<file path="config.mk">
export PLATFORM = sky130hd
export DESIGN_NAME = hazard_unit_ml
export DESIGN_NICKNAME = d
export VERILOG_FILES = /design/src/rtl/hazard_unit_ml.sv
export SDC_FILE = /design/constraint.sdc
export NUM_CORES = 1
export LEC_CHECK = 0
export ABC_AREA = 1
export CORE_MARGIN = 5
export CORE_UTILIZATION = 38
export DETAILED_ROUTE_END_ITERATION = 8
export GPL_TIMING_DRIVEN = 0
export MAX_ROUTING_LAYER = met4
export PLACE_DENSITY_LB_ADDON = 0.25
export SETUP_SLACK_MARGIN = 0.2
export SLEW_MARGIN = 15
export SYNTH_ARGS = -nofsm -noshare
export SYNTH_HDL_FRONTEND = slang
export SYNTH_SLANG_ARGS = --single-unit
export TNS_END_PERCENT = 50
</file>
<file path="constraint.sdc">
create_clock -name clk -period 2.05 [get_ports clk]
set_clock_uncertainty 0.15 [all_clocks]
set_input_delay 0.41 -clock clk [delete_from_list [all_inputs] [get_ports clk]]
set_output_delay 0.41 -clock clk [all_outputs]
set_load 0.02 [all_outputs]
</file>
<file path="src/rtl/hazard_unit_ml.sv">
// hazard_unit_ml: forwarding, stall and flush control for the 5-stage ARM pipeline
// with a multi-cycle memory wait controller. Define HAZARD_PERF_EN to add the
// StallCycles/FlushCycles performance counters.
module hazard_unit_ml #(
   parameter int RA_W    = 4,
   parameter int PC_REG  = 15,
   parameter int MEM_LAT = 1,
   parameter int CNT_W   = 4
) (
   input  logic            clk,
   input  logic            reset,
   input  logic [RA_W-1:0] RA1D,
   input  logic [RA_W-1:0] RA2D,
   input  logic [RA_W-1:0] RA1E,
   input  logic [RA_W-1:0] RA2E,
   input  logic [RA_W-1:0] WA3E,
   input  logic [RA_W-1:0] WA3M,
   input  logic [RA_W-1:0] WA3W,
   input  logic            RegWriteE,
   input  logic            RegWriteM,
   input  logic            RegWriteW,
   input  logic            MemtoRegE,
   input  logic            MemtoRegM,
   input  logic            BranchTakenE,
   input  logic            PCWrPendingF,
   input  logic            PCSrcW,
   output logic [1:0]      ForwardAE,
   output logic [1:0]      ForwardBE,
   output logic            StallF,
   output logic            StallD,
   output logic            StallE,
   output logic            StallM,
   output logic            FlushD,
   output logic            FlushE,
`ifdef HAZARD_PERF_EN
   output logic [31:0]     StallCycles,
   output logic [31:0]     FlushCycles,
`endif
   output logic            FlushW
);

   typedef enum logic {IDLE, WAIT} state_t;

   localparam logic [RA_W-1:0]  PC_IDX   = RA_W'(PC_REG);
   localparam logic [CNT_W-1:0] CNT_LAST = CNT_W'(MEM_LAT - 1);
   localparam bit               MULTI    = (MEM_LAT > 1);

   state_t           state_q, state_d;
   logic [CNT_W-1:0] cnt_q, cnt_d;
   logic             mem_stall;
   logic             ldr_stall;

   // The PC is never forwarded; it is supplied by the datapath directly.
   function automatic logic [1:0] fwd_sel(input logic [RA_W-1:0] ra);
      if (ra != PC_IDX && ra == WA3M && RegWriteM && !MemtoRegM)
         return 2'b10;
      if (ra != PC_IDX && ra == WA3W && RegWriteW)
         return 2'b01;
      return 2'b00;
   endfunction

   // Operand forwarding selects; M beats W, all forced to regfile during reset.
   always_comb begin
      ForwardAE = 2'b00;
      ForwardBE = 2'b00;
      if (reset) begin
         ForwardAE = fwd_sel(RA1E);
         ForwardBE = fwd_sel(RA2E);
      end
   end

   // Memory wait controller: holds a load in M for MEM_LAT-1 extra cycles.
   always_comb begin
      state_d   = state_q;
      cnt_d     = cnt_q;
      mem_stall = 1'b0;
      if (state_q == IDLE) begin
         if (MemtoRegM && MULTI) begin
            mem_stall = 1'b1;
            cnt_d     = CNT_W'(1);
            state_d   = WAIT;
         end
      end else if (cnt_q == CNT_LAST) begin
         state_d = IDLE;
      end else begin
         mem_stall = 1'b1;
         cnt_d     = cnt_q + CNT_W'(1);
      end
   end

   // Wait controller state register; reset aborts any wait in progress.
   always_ff @(posedge clk) begin
      if (!reset) begin
         state_q <= IDLE;
         cnt_q   <= '0;
      end else begin
         state_q <= state_d;
         cnt_q   <= cnt_d;
      end
   end

   // Stall/flush generation; a memory stall freezes F..M and masks branch/load-use effects.
   always_comb begin
      ldr_stall = MemtoRegE && RegWriteE && (RA1D == WA3E || RA2D == WA3E);
      StallF    = 1'b0;
      StallD    = 1'b0;
      StallE    = 1'b0;
      StallM    = 1'b0;
      FlushD    = 1'b1;
      FlushE    = 1'b1;
      FlushW    = 1'b1;
      if (reset) begin
         if (mem_stall) begin
            StallF = 1'b1;
            StallD = 1'b1;
            StallE = 1'b1;
            StallM = 1'b1;
            FlushD = 1'b0;
            FlushE = 1'b0;
            FlushW = 1'b1;
         end else begin
            StallD = ldr_stall;
            StallF = ldr_stall || PCWrPendingF;
            FlushE = ldr_stall || BranchTakenE;
            FlushD = PCWrPendingF || PCSrcW || BranchTakenE;
            FlushW = 1'b0;
         end
         if (PCSrcW) begin
            StallF = 1'b0;
            FlushD = 1'b1;
         end
      end
   end

`ifdef HAZARD_PERF_EN
   logic [31:0] stall_cnt_q, stall_cnt_d;
   logic [31:0] flush_cnt_q, flush_cnt_d;

   // Saturating counts of fetch-stall cycles and front-end flush cycles.
   always_comb begin
      stall_cnt_d = stall_cnt_q;
      flush_cnt_d = flush_cnt_q;
      if (StallF && stall_cnt_q != 32'hFFFF_FFFF)
         stall_cnt_d = stall_cnt_q + 32'd1;
      if ((FlushD || FlushE) && flush_cnt_q != 32'hFFFF_FFFF)
         flush_cnt_d = flush_cnt_q + 32'd1;
   end

   // Counter registers, cleared while reset is low.
   always_ff @(posedge clk) begin
      if (!reset) begin
         stall_cnt_q <= '0;
         flush_cnt_q <= '0;
      end else begin
         stall_cnt_q <= stall_cnt_d;
         flush_cnt_q <= flush_cnt_d;
      end
   end

   assign StallCycles = stall_cnt_q;
   assign FlushCycles = flush_cnt_q;
`endif

endmodule
</file>
-- Yosys cells after proc, flatten, opt, wreduce, memory -nomap -nowiden
Cells that the tools add are included.
W data, S select, Z words.
- register bits: 5
- latch bits: 0
- RAM bits: 0
- bits in read-only memories: 0
- input bits: 38
- output and inout port bits: 11
- word-level logic and storage cells: 67
- memories kept: 0
- $add $sub $neg: 1
- $mul: 0
- divide/modulo/power cells: 0
- magnitude comparators: 0
- equal/unequal tests: 8
- shift operators: 0
- mux-type cells: 35
- bitwise operators: 1
- reduce and logical (&&, ||, !) cells: 20
- operators by type and width (kind ; number):
    $mux W1 ; 25
    $eq A4 B4 Y1 ; 6
    $mux W2 ; 10
    $logic_and A1 B1 Y1 ; 12
    $ne A4 B4 Y1 const B ; 2
    $logic_or A1 B1 Y1 ; 5
    $add A4 B1 Y4 const B ; 1
    $logic_not A4 Y1 ; 1
    $reduce_and A2 Y1 ; 1
    $logic_not A1 Y1 ; 1
    $not A1 Y1 ; 1

-- Logic depth before layout (Yosys ltp)
Gate-level depths: netlist of the first run.
- depth in word-level cells: 11
- gate-level depth with buffers: 10
- depth with buffers taken out: 10

-- Worst setup path before layout of the first run
OpenSTA, ideal clock, no wires.
- path kind: flip-flop to output port
- from: reg cnt_q[0]
- to: out StallM
- data arrival time: 1208 ps
- required time: 1490 ps
- slack: 282 ps
- cell stages (with the launch flop): 7
- path buffers: 1
- cell sequence: dfxtp_1 > inv_1 > ha_1 > nand3_2 > nand2_4 > nor2_2 > buf_4
- longest elaborated chain between the ends: 5
- ends and longest elaborated chain (what ; RTL line ; text):
    from (decl) ; 49 ; logic [CNT_W-1:0] cnt_q, cnt_d;
    from (signal assigned) ; 98 ; cnt_q <= cnt_d;
    $logic_not A4 Y1 ; 83 ; end else if (cnt_q == CNT_LAST) begin
    $mux W1 ; 83 ;
    $mux W1 (3 in a row) ; -- ;
    to (decl) ; 32 ; output logic StallM,
Every way passes these cells.

-- Final worst setup path of the first run
- from: reg cnt_q[1]
- to: out FlushE
- longest elaborated chain between the ends: 5
- ends and longest elaborated chain (what ; RTL line ; text):
    $logic_not A4 Y1 ; 83 ;
    $mux W1 ; 83 ;
    $mux W1 ; -- ;
    $mux W1 ; 113 ; if (mem_stall) begin
    $mux W1 ; 112 ; if (reset) begin
    to (decl) ; 34 ; output logic FlushE,
Every way passes these cells.

==> summary.md, run 1 <==
| Metric | Value |
|---|---|
| Max_slew headroom | 0.877 |
| Wirelength per Cell | 11.0 um |
| Pwr dens | about 280 mW/mm2 |
| CP required | ~1500 ps |
| Synthesized Nets | between 150 and 200 |
| Max Slew Vio Count | 0 |
| Worst path cell trace | inv_2 > ha_4 > nand3_4 > nand2_4 > nor2_4 > buf_6 > a21oi_2 > buf_6 |
| Critical path buffers and inverters | 3 |
| Routed vias/inst | ~4.6 |
| Total CTS buffers | 3 |
| Core box area | between 0.0015 and 0.002 mm2 |
| Pre-CTS WS | -662 ps |
| Setup tns final | 0 ps |
| Crit path kind | flip-flop to primary output |
| Tmin final | 1950 ps |
| Status | completed |
| Fin util | 0.685 |
| Routed WL | 2.48 mm |
| Die height | around 54 um |
| Setup ws final | a little over 100 ps |
| Slowest cell on crit path | dfxtp_2 |
| Leak Pwr | approximately 0.76 nW |
| Top Ports | between 40 and 50 |
| Crit-path leading delay family | flip-flops |
| Post-Syn Instances | roughly 140 |
| Syn Area/Cell | 5.46 um2 |
| Total power | ~0.00037 W |
| IO buf count | 48 |
| Peak VDD IR | 0.215 mV |
| Detail Placement HPWL | roughly 1.9 mm |
| Worst path arrival time | roughly 1400 ps |
| P&R area growth vs syn | 75.5% |
| Unrepaired setup endpoints after global routing | yes |
| Routed vias | ~1000 |
| Slowest stage delay, CP | approximately 320 ps |
| Routed Antenna Nets | 0 |
| Width of the die | 54.2 um |
| Diode count | 0 |
| Total clock sinks | 5 |
| Tcrit/Tclk final | 0.950 |
| Final Setup Violations | 0 |
| DR pass1 iterations | 5 |
| Yosys reg bits | 5 |
| Nets | about 240 |
| Slew @ Worst Pin | 183 ps |
| Max_cap viols | 0 |
| Yosys Warn Count | 0 |
| Initial core utilization | 0.390 |
| Pin count of the biggest net entering global routing | 8 |
| Grt ovf | 0 |
| H-tree depth | 1 |
| Hold Crit Class | flip-flop to flip-flop |
| First-pass GRT wire length | between 3 and 4 mm |
| Placement Rows | 16 |
| Number of global-route vias before repair | about 1000 |
| Worst skew pair latency | around 240 ps |
| Fraction of layout cells with a size suffix above 1 | 0.379 |
| Post-synthesis sequential area ratio | 0.135 |
| Crit-path most repeated cell | buf_6 |
| Crit end category | primary output |
| TritonCTS clock tree | done |
| Root Driver | clkbuf_4 |
| Die area | around 0.0029 mm2 |
| Initial antenna violation count | 0 |
| All-Layer GR Usage | 0.184 |
| Worst-path maximum fanout | 5 |
| Buffers from clock root to sink, at most | 2 |
| CP Launch Type | flip-flop |
| Initial DRC Count | 14 |
| Max frequency | 514 MHz |
| GPL Wtd Cong | ~0.8 |
| Clock transition at path regs | 50 ps |
| Final Hold Vio Count | 0 |
| Cell Area, Synth | about 740 um2 |
| Yosys cell types | 25 |
| DRC | 0 |
-- flip-flops by register name, summed over array words and instances (netlist names) --
name	flops
state_q	1
cnt_q	4
-- final cells by class --
class                   count  area, um2
fillers                   179        599
multi-input cells         100        572
repair buffers             58        448
inverters                  30        113
flip-flops and latches      5        103
well taps                  27       33.8
clock buffers               4       26.3
plain buffers               1       7.51
-- worst register-to-register path, cell delays in order (launching register included) --
cell     delay [ps]
dfxtp_2         340
inv_2            50
ha_4            160
nand3_4          90
nand2_4          80
buf_4           160
inv_2            60
nand2_1          60
o21ai_1         130
a21oi_1          60
-- per-layer routing --
layer	up-vias	global-route usage	wire (um)
met2	37	0.331	1330
met5	-	-	0
met4	0	0.0539	14
li1	540	-	-
met3	3	0.0416	155
met1	455	0.200	985
-- synth_stat cells --
master | count | share of area
nand3_2 | 2 | 0.027
o21ai_0 | 5 | 0.034
inv_2 | 1 | 0.0051
ha_1 | 2 | 0.034
nor3b_1 | 1 | 0.010
o21ai_1 | 1 | 0.0067
xor2_1 | 4 | 0.047
and3b_1 | 1 | 0.012
nor2_2 | 1 | 0.0084
nand2_2 | 1 | 0.0084
nand2_1 | 41 | 0.21
nand2_4 | 1 | 0.015
nor2_1 | 15 | 0.076
nor2b_1 | 2 | 0.017
o22ai_1 | 1 | 0.0084
inv_1 | 29 | 0.15
o211a_1 | 2 | 0.027
dfxtp_1 | 5 | 0.13
or2_1 | 1 | 0.0084
a21oi_1 | 7 | 0.047
nand4_1 | 5 | 0.042
xnor2_1 | 4 | 0.047
nand3_1 | 2 | 0.013
nor3_1 | 1 | 0.0067
buf_4 | 1 | 0.010
-- placed cells by master, fill, tap and decap left out, types with 2 or more instances in the layout --
cell type and count:
a21oi_1 5, a21oi_2 2, buf_2 20, buf_4 10, buf_6 8, clkbuf_2 4, clkbuf_4 3, clkdlybuf4s15_1 6
clkdlybuf4s15_2 4, clkdlybuf4s50_1 3, dfxtp_1 3, dfxtp_2 2, dlygate4sd2_1 4, inv_1 18, inv_2 12, nand2_1 40
nand2_2 2, nand3_1 2, nand4_1 5, nor2_1 14, o211a_1 2, o21ai_0 4, o21ai_1 2, xnor2_1 4
xor2_1 4
-- timing repair --
item | in CTS | in global routing
gates cloned | 0 | 0
hold buffers | 0 | 0
setup endpoints to repair | 11 | 11
pin swaps | 23 | 5
setup buffers | 6 | 4
endpoints found under the hold margin | 0 | 0
resized for setup | 173 | 12
-- where the power goes --
part | internal, W | switching [W] | total [W]
clock | 0.0000736 | 0.0000403 | 0.000114
sequential | 0.0000975 | 0 | 0.0000975
combinational | 0.0000791 | 0.0000794 | 0.000159
-- stage by stage --
step | cells | hold WS, ps | instance area, um2
floorplan | 136 | 316 | 742
global placement | 211 | 329 | 1260
detailed placement | 211 | 362 | 1260
CTS | 221 | 374 | 1300
global route | 225 | 413 | 1300
finish | 225 | 379 | 1300
-- final timing paths --
check | startpoint | endpoint | slack [ps] | cells past startpoint
worst max-delay path | cnt_q[1] | FlushE | 100 | 8
worst min-delay path | cnt_q[2] | cnt_q[2] | 380 | 2
worst max register to register | cnt_q[0] | cnt_q[3] | 590 | 9
worst min register to register | cnt_q[2] | cnt_q[2] | 380 | 2
-- kinds of logic after synthesis --
group	after synthesis	synth area share
buffers and inverters	31	0.162
and+or+nand+nor	74	0.452
DFF	5	0.135
xor gates and xnor gates	8	0.0944
adders and majority gates	2	0.0337
AOI/OAI and AO/OA	16	0.123
(Power assumes the default switching activity.)
==> run 2, diff against run 1 <==
clock period = 2.3 ns   (was 2.05 ns; I/O delays follow)
==> run 2 against run 1 <==
Compared with the run above: sequential power shrank 11%; clock power down 11%; setup slack improved by 100 ps; flip-flop and latch count unchanged; final cell count decreased by 3.6%; register-to-register slack better by 190 ps; worst hold slack worse by 16 ps; total power decreased by 11%; non-clock buffer count decreased by 8; die area is the same.
==> summary.md, run 2 (synthesis gave the netlist of run 1 again) <==
| Metric | Value |
|---|---|
| Status | completed |
| All-Layer GR Usage | 0.170 (-0.0140) |
| Slowest stage delay, CP | 260 ps (-60 ps) |
| H-tree depth | 1 (unchanged) |
| Slew @ Worst Pin | 201 ps (+17.4 ps) |
| Routed Antenna Nets | 0 (unchanged) |
| Worst-path maximum fanout | 3 (-2) |
| Core box area | 0.00190 mm2 (unchanged) |
| Largest register FFs | 4 (unchanged) |
| Worst path arrival time | 1480 ps (+90 ps) |
| Buffers from clock root to sink, at most | 2 (unchanged) |
| Crit end category | primary output |
| First-pass GRT wire length | 3.64 mm (-7.9%) |
| CP Launch Type | input pin |
| Max_cap viols | 0 (unchanged) |
| Critical path startpoint | WA3W[3] |
| DR pass1 iterations | 5 (unchanged) |
| Routed WL | 2.23 mm (-10%) |
| Detail Placement HPWL | 1.92 mm (unchanged) |
| Final Setup Violations | 0 (unchanged) |
| Max frequency | approximately 480 MHz |
| Total CTS buffers | 3 (unchanged) |
| Tmin final | between 2000 and 2500 ps |
| Max_slew headroom | 0.866 (-0.0103) |
| Grt ovf | 0 (unchanged) |
| Die height | 54.2 um (unchanged) |
| Pin count of the biggest net entering global routing | 8 (unchanged) |
| Die area | 0.00294 mm2 (unchanged) |
| Pre-CTS WS | -512 ps (+150 ps) |
| Total clock sinks | 5 (unchanged) |
| Setup tns final | 0 ps (unchanged) |
| Crit-path leading delay family | simple AND/OR/NAND/NOR gates |
| Top Ports | 49 (unchanged) |
| CP required | 1690 ps (+200 ps) |
| Diode count | 0 (unchanged) |
| Routed vias/inst | 4.51 (-1.9%) |
| Width of the die | 54.2 um (unchanged) |
| IO buf count | 48 (unchanged) |
| Metal2 WL | 1.20 mm (-9.8%) |
| Placement Rows | 16 (unchanged) |
| Metal-1 WL | 894 um (-9.2%) |
| Initial antenna violation count | 0 (unchanged) |
| Slowest cell on crit path | dlygate4sd2_1 |
| Final Hold Vio Count | 0 (unchanged) |
| Clock transition at path regs | 40 ps (about the same) |
| Nets | 231 (-3.3%) |
| Routed vias | 979 (-5.4%) |
| Unrepaired setup endpoints after global routing | yes |
| Peak VDD IR | 0.191 mV (-11%) |
| Int Pwr | 0.000225 W (-10%) |
| Worst path cell trace | dlygate4sd2_1 > or2_1 > a21oi_1 > nand4_1 > nor2b_4 > buf_6 |
| Initial DRC Count | 12 (-2) |
| DRC | 0 (unchanged) |
| Hold_sp | cnt_q[3] |
| Number of global-route vias before repair | 937 (-7.2%) |
| Fraction of layout cells with a size suffix above 1 | 0.184 (-0.195) |
| Met3 WL | 134 um (-14%) |
| Most frequent cells in the layout | nand2_1, dlygate4sd2_1, inv_1, nor2_1, buf_4 |
| Sequential share of power | 0.264 (about the same) |
| Biggest register | cnt_q |
| Max Slew Vio Count | 0 (unchanged) |
| Uppermost routed layer | met3 |
| GPL Wtd Cong | 0.801 (unchanged) |
| Sw power | 0.000104 W (-13%) |
| Biggest regs | cnt_q (4), state_q (1) |
| Hold-fix buffers, CTS | 0 (unchanged) |
| Crit path kind | input pin to primary output |
| Comb power frac | 0.430 (about the same) |
| Setup ws final | 206 ps (+103 ps) |
| Clk network pwr share | 0.306 (-0.002) |
| Sw Ratio | 0.317 (-0.00693) |
| Root Driver | clkbuf_4 |
| Hold Crit Class | flip-flop to flip-flop |
| Commonest non-fill, non-tap cell in the layout | nand2_1 |
| Worst skew pair latency | 240 ps (about the same) |
| Critical path buffers and inverters | 2 (-1) |
| Wirelength per Cell | 10.3 um (-7.0%) |
| Pwr dens | 261 mW/mm2 (-8.1%) |
| Initial core utilization | 0.390 (unchanged) |
| R2r startpoint | cnt_q[0] |
| P&R area growth vs syn | 70.0% |
| TritonCTS clock tree | done |
| Tcrit/Tclk final | 0.910 |
| Leak Pwr | 0.739 nW (-2.5%) |
## run 2: cell count changes in the layout (fill, tap and decap cells not counted), sizes merged
cell / delta
dlygate4sd2: +22
clkdlybuf4s50: +2
buf: -27
clkdlybuf4s15: -5
## run 2: worst register-to-register path, stage by stage, from the launching register on
cell	delay, ps
dfxtp_1	340
inv_2	60
ha_1	210
nand3_2	100
nand2_4	90
buf_4	150
inv_2	60
nand2_1	60
o21ai_1	130
a21oi_1	60
## run 2: per-layer routing
| metal | global-route usage | vias to the layer above |
|---|---|---|
| li1 | - | 528 |
| met5 | - | - |
| met1 | 0.182 | 423 |
| met4 | 0.0456 | 0 |
| met2 | 0.305 | 28 |
| met3 | 0.0471 | 0 |
## run 2: worst paths after layout
check / end / slack [ps] / cells after the start
worst min register to register: cnt_q[3] / 360 / 2
worst max register to register: cnt_q[3] / 780 / 9
worst max-delay path: ForwardBE[0] / 210 / 6
worst min-delay path: cnt_q[3] / 360 / 2
## run 2: power by group through the flow
stage / Combinational, W / Clock, W / Sequential (W)
after floorplan: 0.0000627 / 0 / 0.0000885
after global placement: 0.000153 / 0 / 0.0000885
after detailed placement: 0.000157 / 0 / 0.0000885
after CTS: 0.000139 / 0.000102 / 0.0000870
after global routing: 0.000157 / 0.000114 / 0.0000868
final: 0.000142 / 0.000101 / 0.0000870
## run 2: layout make-up
class                           instances  area [um2]
Buffer                                  1        7.51
Clock buffer                            4        26.3
Fill cell                             191         641
Inverter                               30         113
Multi-Input combinational cell        100         553
Sequential cell                         5         100
Tap cell                               27        33.8
Timing Repair Buffer                   50         428
## run 2: stage by stage
step           std cells  hold WS, ps  instance area (um2)   util  power, W
2_1_floorplan        136          316                  742      -  0.000151
3_3_place_gp         211          329                 1260  0.661  0.000241
3_5_place_dp         211          362                 1260  0.661  0.000245
4_1_cts              215          371                 1250  0.660  0.000328
5_1_grt              217          406                 1260  0.663  0.000358
6_report             217          363                 1260  0.663  0.000329
## run 2: timing repair
| item | CTS | global route |
|---|---|---|
| resized for setup | 76 | 26 |
| setup endpoints to repair | 11 | 11 |
| buffers inserted | 0 | 2 |
| pin swaps | 7 | 5 |
==> run 3, diff against run 2 <==
SKIP_CTS_REPAIR_TIMING = 1   (was unset)
==> run 3 against run 2 <==
Compared with the run above: count of clock-buffer cells in the layout unchanged; non-clock buffer count is 1 lower; clock power about the same; register-to-register slack about the same; first-iteration DRC count is 50% higher; combinational power up 8%; core utilization is 5.7 points higher; via count increased by 2.5%; flip-flop and latch count stayed put; total power rose by 3.2%.
==> summary.md, run 3 (synthesis gave the netlist of run 1 again) <==
| Metric | Value |
|---|---|
| Status | completed |
| Total power | 0.000340 W (+3.2%) |
| Slowest stage delay, CP | 470 ps (+210 ps) |
| Slowest cell on crit path | clkdlybuf4s50_1 |
| H-tree depth | 1 (unchanged) |
| Wirelength per Cell | 11.2 um (+9.6%) |
| Hold Crit Class | flip-flop to flip-flop |
| Width of the die | 54.2 um (unchanged) |
| Most frequent cells in the layout | nand2_1, dlymetal6s2s_1, inv_1, nor2_1, buf_4 |
| Layout fillers | 162 (-15%) |
| Fin util | 0.720 (+0.0566) |
| Placement Rows | 16 (unchanged) |
| Worst path arrival time | 1550 ps (+70 ps) |
| Worst-path maximum fanout | 2 (-1) |
| Commonest non-fill, non-tap cell in the layout | nand2_1 |
| DP Cell Count | 211 (unchanged) |
| CP required | 1690 ps (about the same) |
| Slew @ Worst Pin | 232 ps (+31.0 ps) |
| Fraction of layout cells with a size suffix above 1 | 0.148 (-0.0361) |
| Placement Cell Area | 0.00126 mm2 (unchanged) |
| Routed vias/inst | 4.64 (+2.9%) |
| CP Launch Type | input pin |
| Final Setup Violations | 0 (unchanged) |
| Routed vias | 1003 (+2.5%) |
| Crit path kind | input pin to primary output |
| First-pass GRT wire length | 3.53 mm (-2.9%) |
| Biggest register | cnt_q |
| Max frequency | 464 MHz (-2.9%) |
| Grt ovf | 0 (unchanged) |
| Pin count of the biggest net entering global routing | 8 (unchanged) |
| Total clock sinks | 5 (unchanged) |
| Tcrit/Tclk final | 0.937 (+0.0269) |
| Max_cap viols | 0 (unchanged) |
| Largest register FFs | 4 (unchanged) |
| Die height | 54.2 um (unchanged) |
| Clock transition at path regs | 40 ps (about the same) |
| Worst path cell trace | clkdlybuf4s50_1 > nand2_2 > nor3b_2 > nand4_1 > nor2b_1 > buf_4 |
| Finished Layout Cells | 216 (-0.46%) |
| Max Slew Vio Count | 0 (unchanged) |
| All-Layer GR Usage | 0.166 (-0.00408) |
| Tmin final | 2160 ps (+62.0 ps) |
| Number of global-route vias before repair | 905 (-3.4%) |
| Initial DRC Count | 18 (+6) |
| Buffers from clock root to sink, at most | 2 (unchanged) |
| Min Hold Slack | 365 ps (+2.17 ps) |
| Core box area | 0.00190 mm2 (unchanged) |
| Routed Antenna Nets | 0 (unchanged) |
| Die area | 0.00294 mm2 (unchanged) |
| Max_slew headroom | 0.845 (-0.0209) |
| Routed WL | 2.43 mm (+9.1%) |
| Total CTS buffers | 3 (unchanged) |
| DR pass1 iterations | 4 (-1) |
| Leak Pwr | 0.997 nW (+35%) |
| GPL Wtd Cong | 0.801 (unchanged) |
| TritonCTS clock tree | done |
| IO buf count | 48 (unchanged) |
| Initial core utilization | 0.390 (unchanged) |
| Initial antenna violation count | 0 (unchanged) |
| Final Hold Vio Count | 0 (unchanged) |
| Crit end category | primary output |
| Design area | 0.00137 mm2 (+8.5%) |
| Pwr dens | 248 mW/mm2 (-4.9%) |
| Worst skew pair latency | 240 ps (about the same) |
| P&R area growth vs syn | 84.5% |
| Biggest regs | cnt_q (4), state_q (1) |
| Root Driver | clkbuf_4 |
| Detail Placement HPWL | 1.92 mm (unchanged) |
| Nets | 230 (-0.43%) |
| Peak VDD IR | 0.206 mV (+8.2%) |
| Unrepaired setup endpoints after global routing | yes |
| DRC | 0 (unchanged) |
| Top Ports | 49 (unchanged) |
| Diode count | 0 (unchanged) |
-- run 3: cell types whose count changed in the layout (fill, tap and decap cells not counted), moves of 2 or more --
cell             delta
dlygate4sd2_1      -26
inv_1               +2
inv_2               -2
dlymetal6s2s_1     +33
clkdlybuf4s15_1     -5
clkbuf_2            -2
-- run 3: metal layers --
metal  track usage  vias to the layer above  part of all wire
met1         0.179                      433              0.40
li1              -                      522                 -
met4        0.0373                        0             0.011
met3        0.0416                        4             0.056
met2         0.303                       44              0.53
met5             -                        -                 0
-- run 3: cell type report --
| cell class | count | area [um2] | share of cell area |
|---|---|---|---|
| buffer | 1 | 7.51 | 0.00548 |
| clock buffer | 4 | 26.3 | 0.0192 |
| inverter | 30 | 113 | 0.0823 |
| multi-input combinational | 100 | 544 | 0.398 |
| sequential | 5 | 100 | 0.0731 |
| tap | 27 | 33.8 | 0.0247 |
| timing repair buffer | 49 | 544 | 0.398 |
-- run 3: critical path: cells and delay by family --
family,cells,cell delay (ps)
buf+inv,2,630
simple gates,4,450
-- run 3: power breakdown --
| part | switching, W | total (W) | internal, W | leakage, nW |
|---|---|---|---|---|
| logic | 0.0000699 | 0.000153 | 0.0000835 | 0.942 |
| clock network | 0.0000341 | 0.0000996 | 0.0000655 | 0.0150 |
| registers | 0 | 0.0000870 | 0.0000870 | 0.0402 |
-- run 3: path summary, 6_finish.rpt --
| check | from | end | slack (ps) | cells past startpoint |
|---|---|---|---|---|
| worst min register to register | cnt_q[2] | cnt_q[2] | 370 | 2 |
| worst max register to register | cnt_q[0] | cnt_q[3] | 770 | 9 |
| worst min-delay path | cnt_q[2] | cnt_q[2] | 370 | 2 |
| worst max-delay path | RegWriteW | ForwardBE[0] | 140 | 6 |
-- run 3: metrics by stage --
stage | TNS [ps] | setup slack (ps)
floorplan | 0 | 482
CTS | -4410 | -515
global placement | -4120 | -515
finish | 0 | 144
detailed placement | -4310 | -512
global route | 0 | 98.5
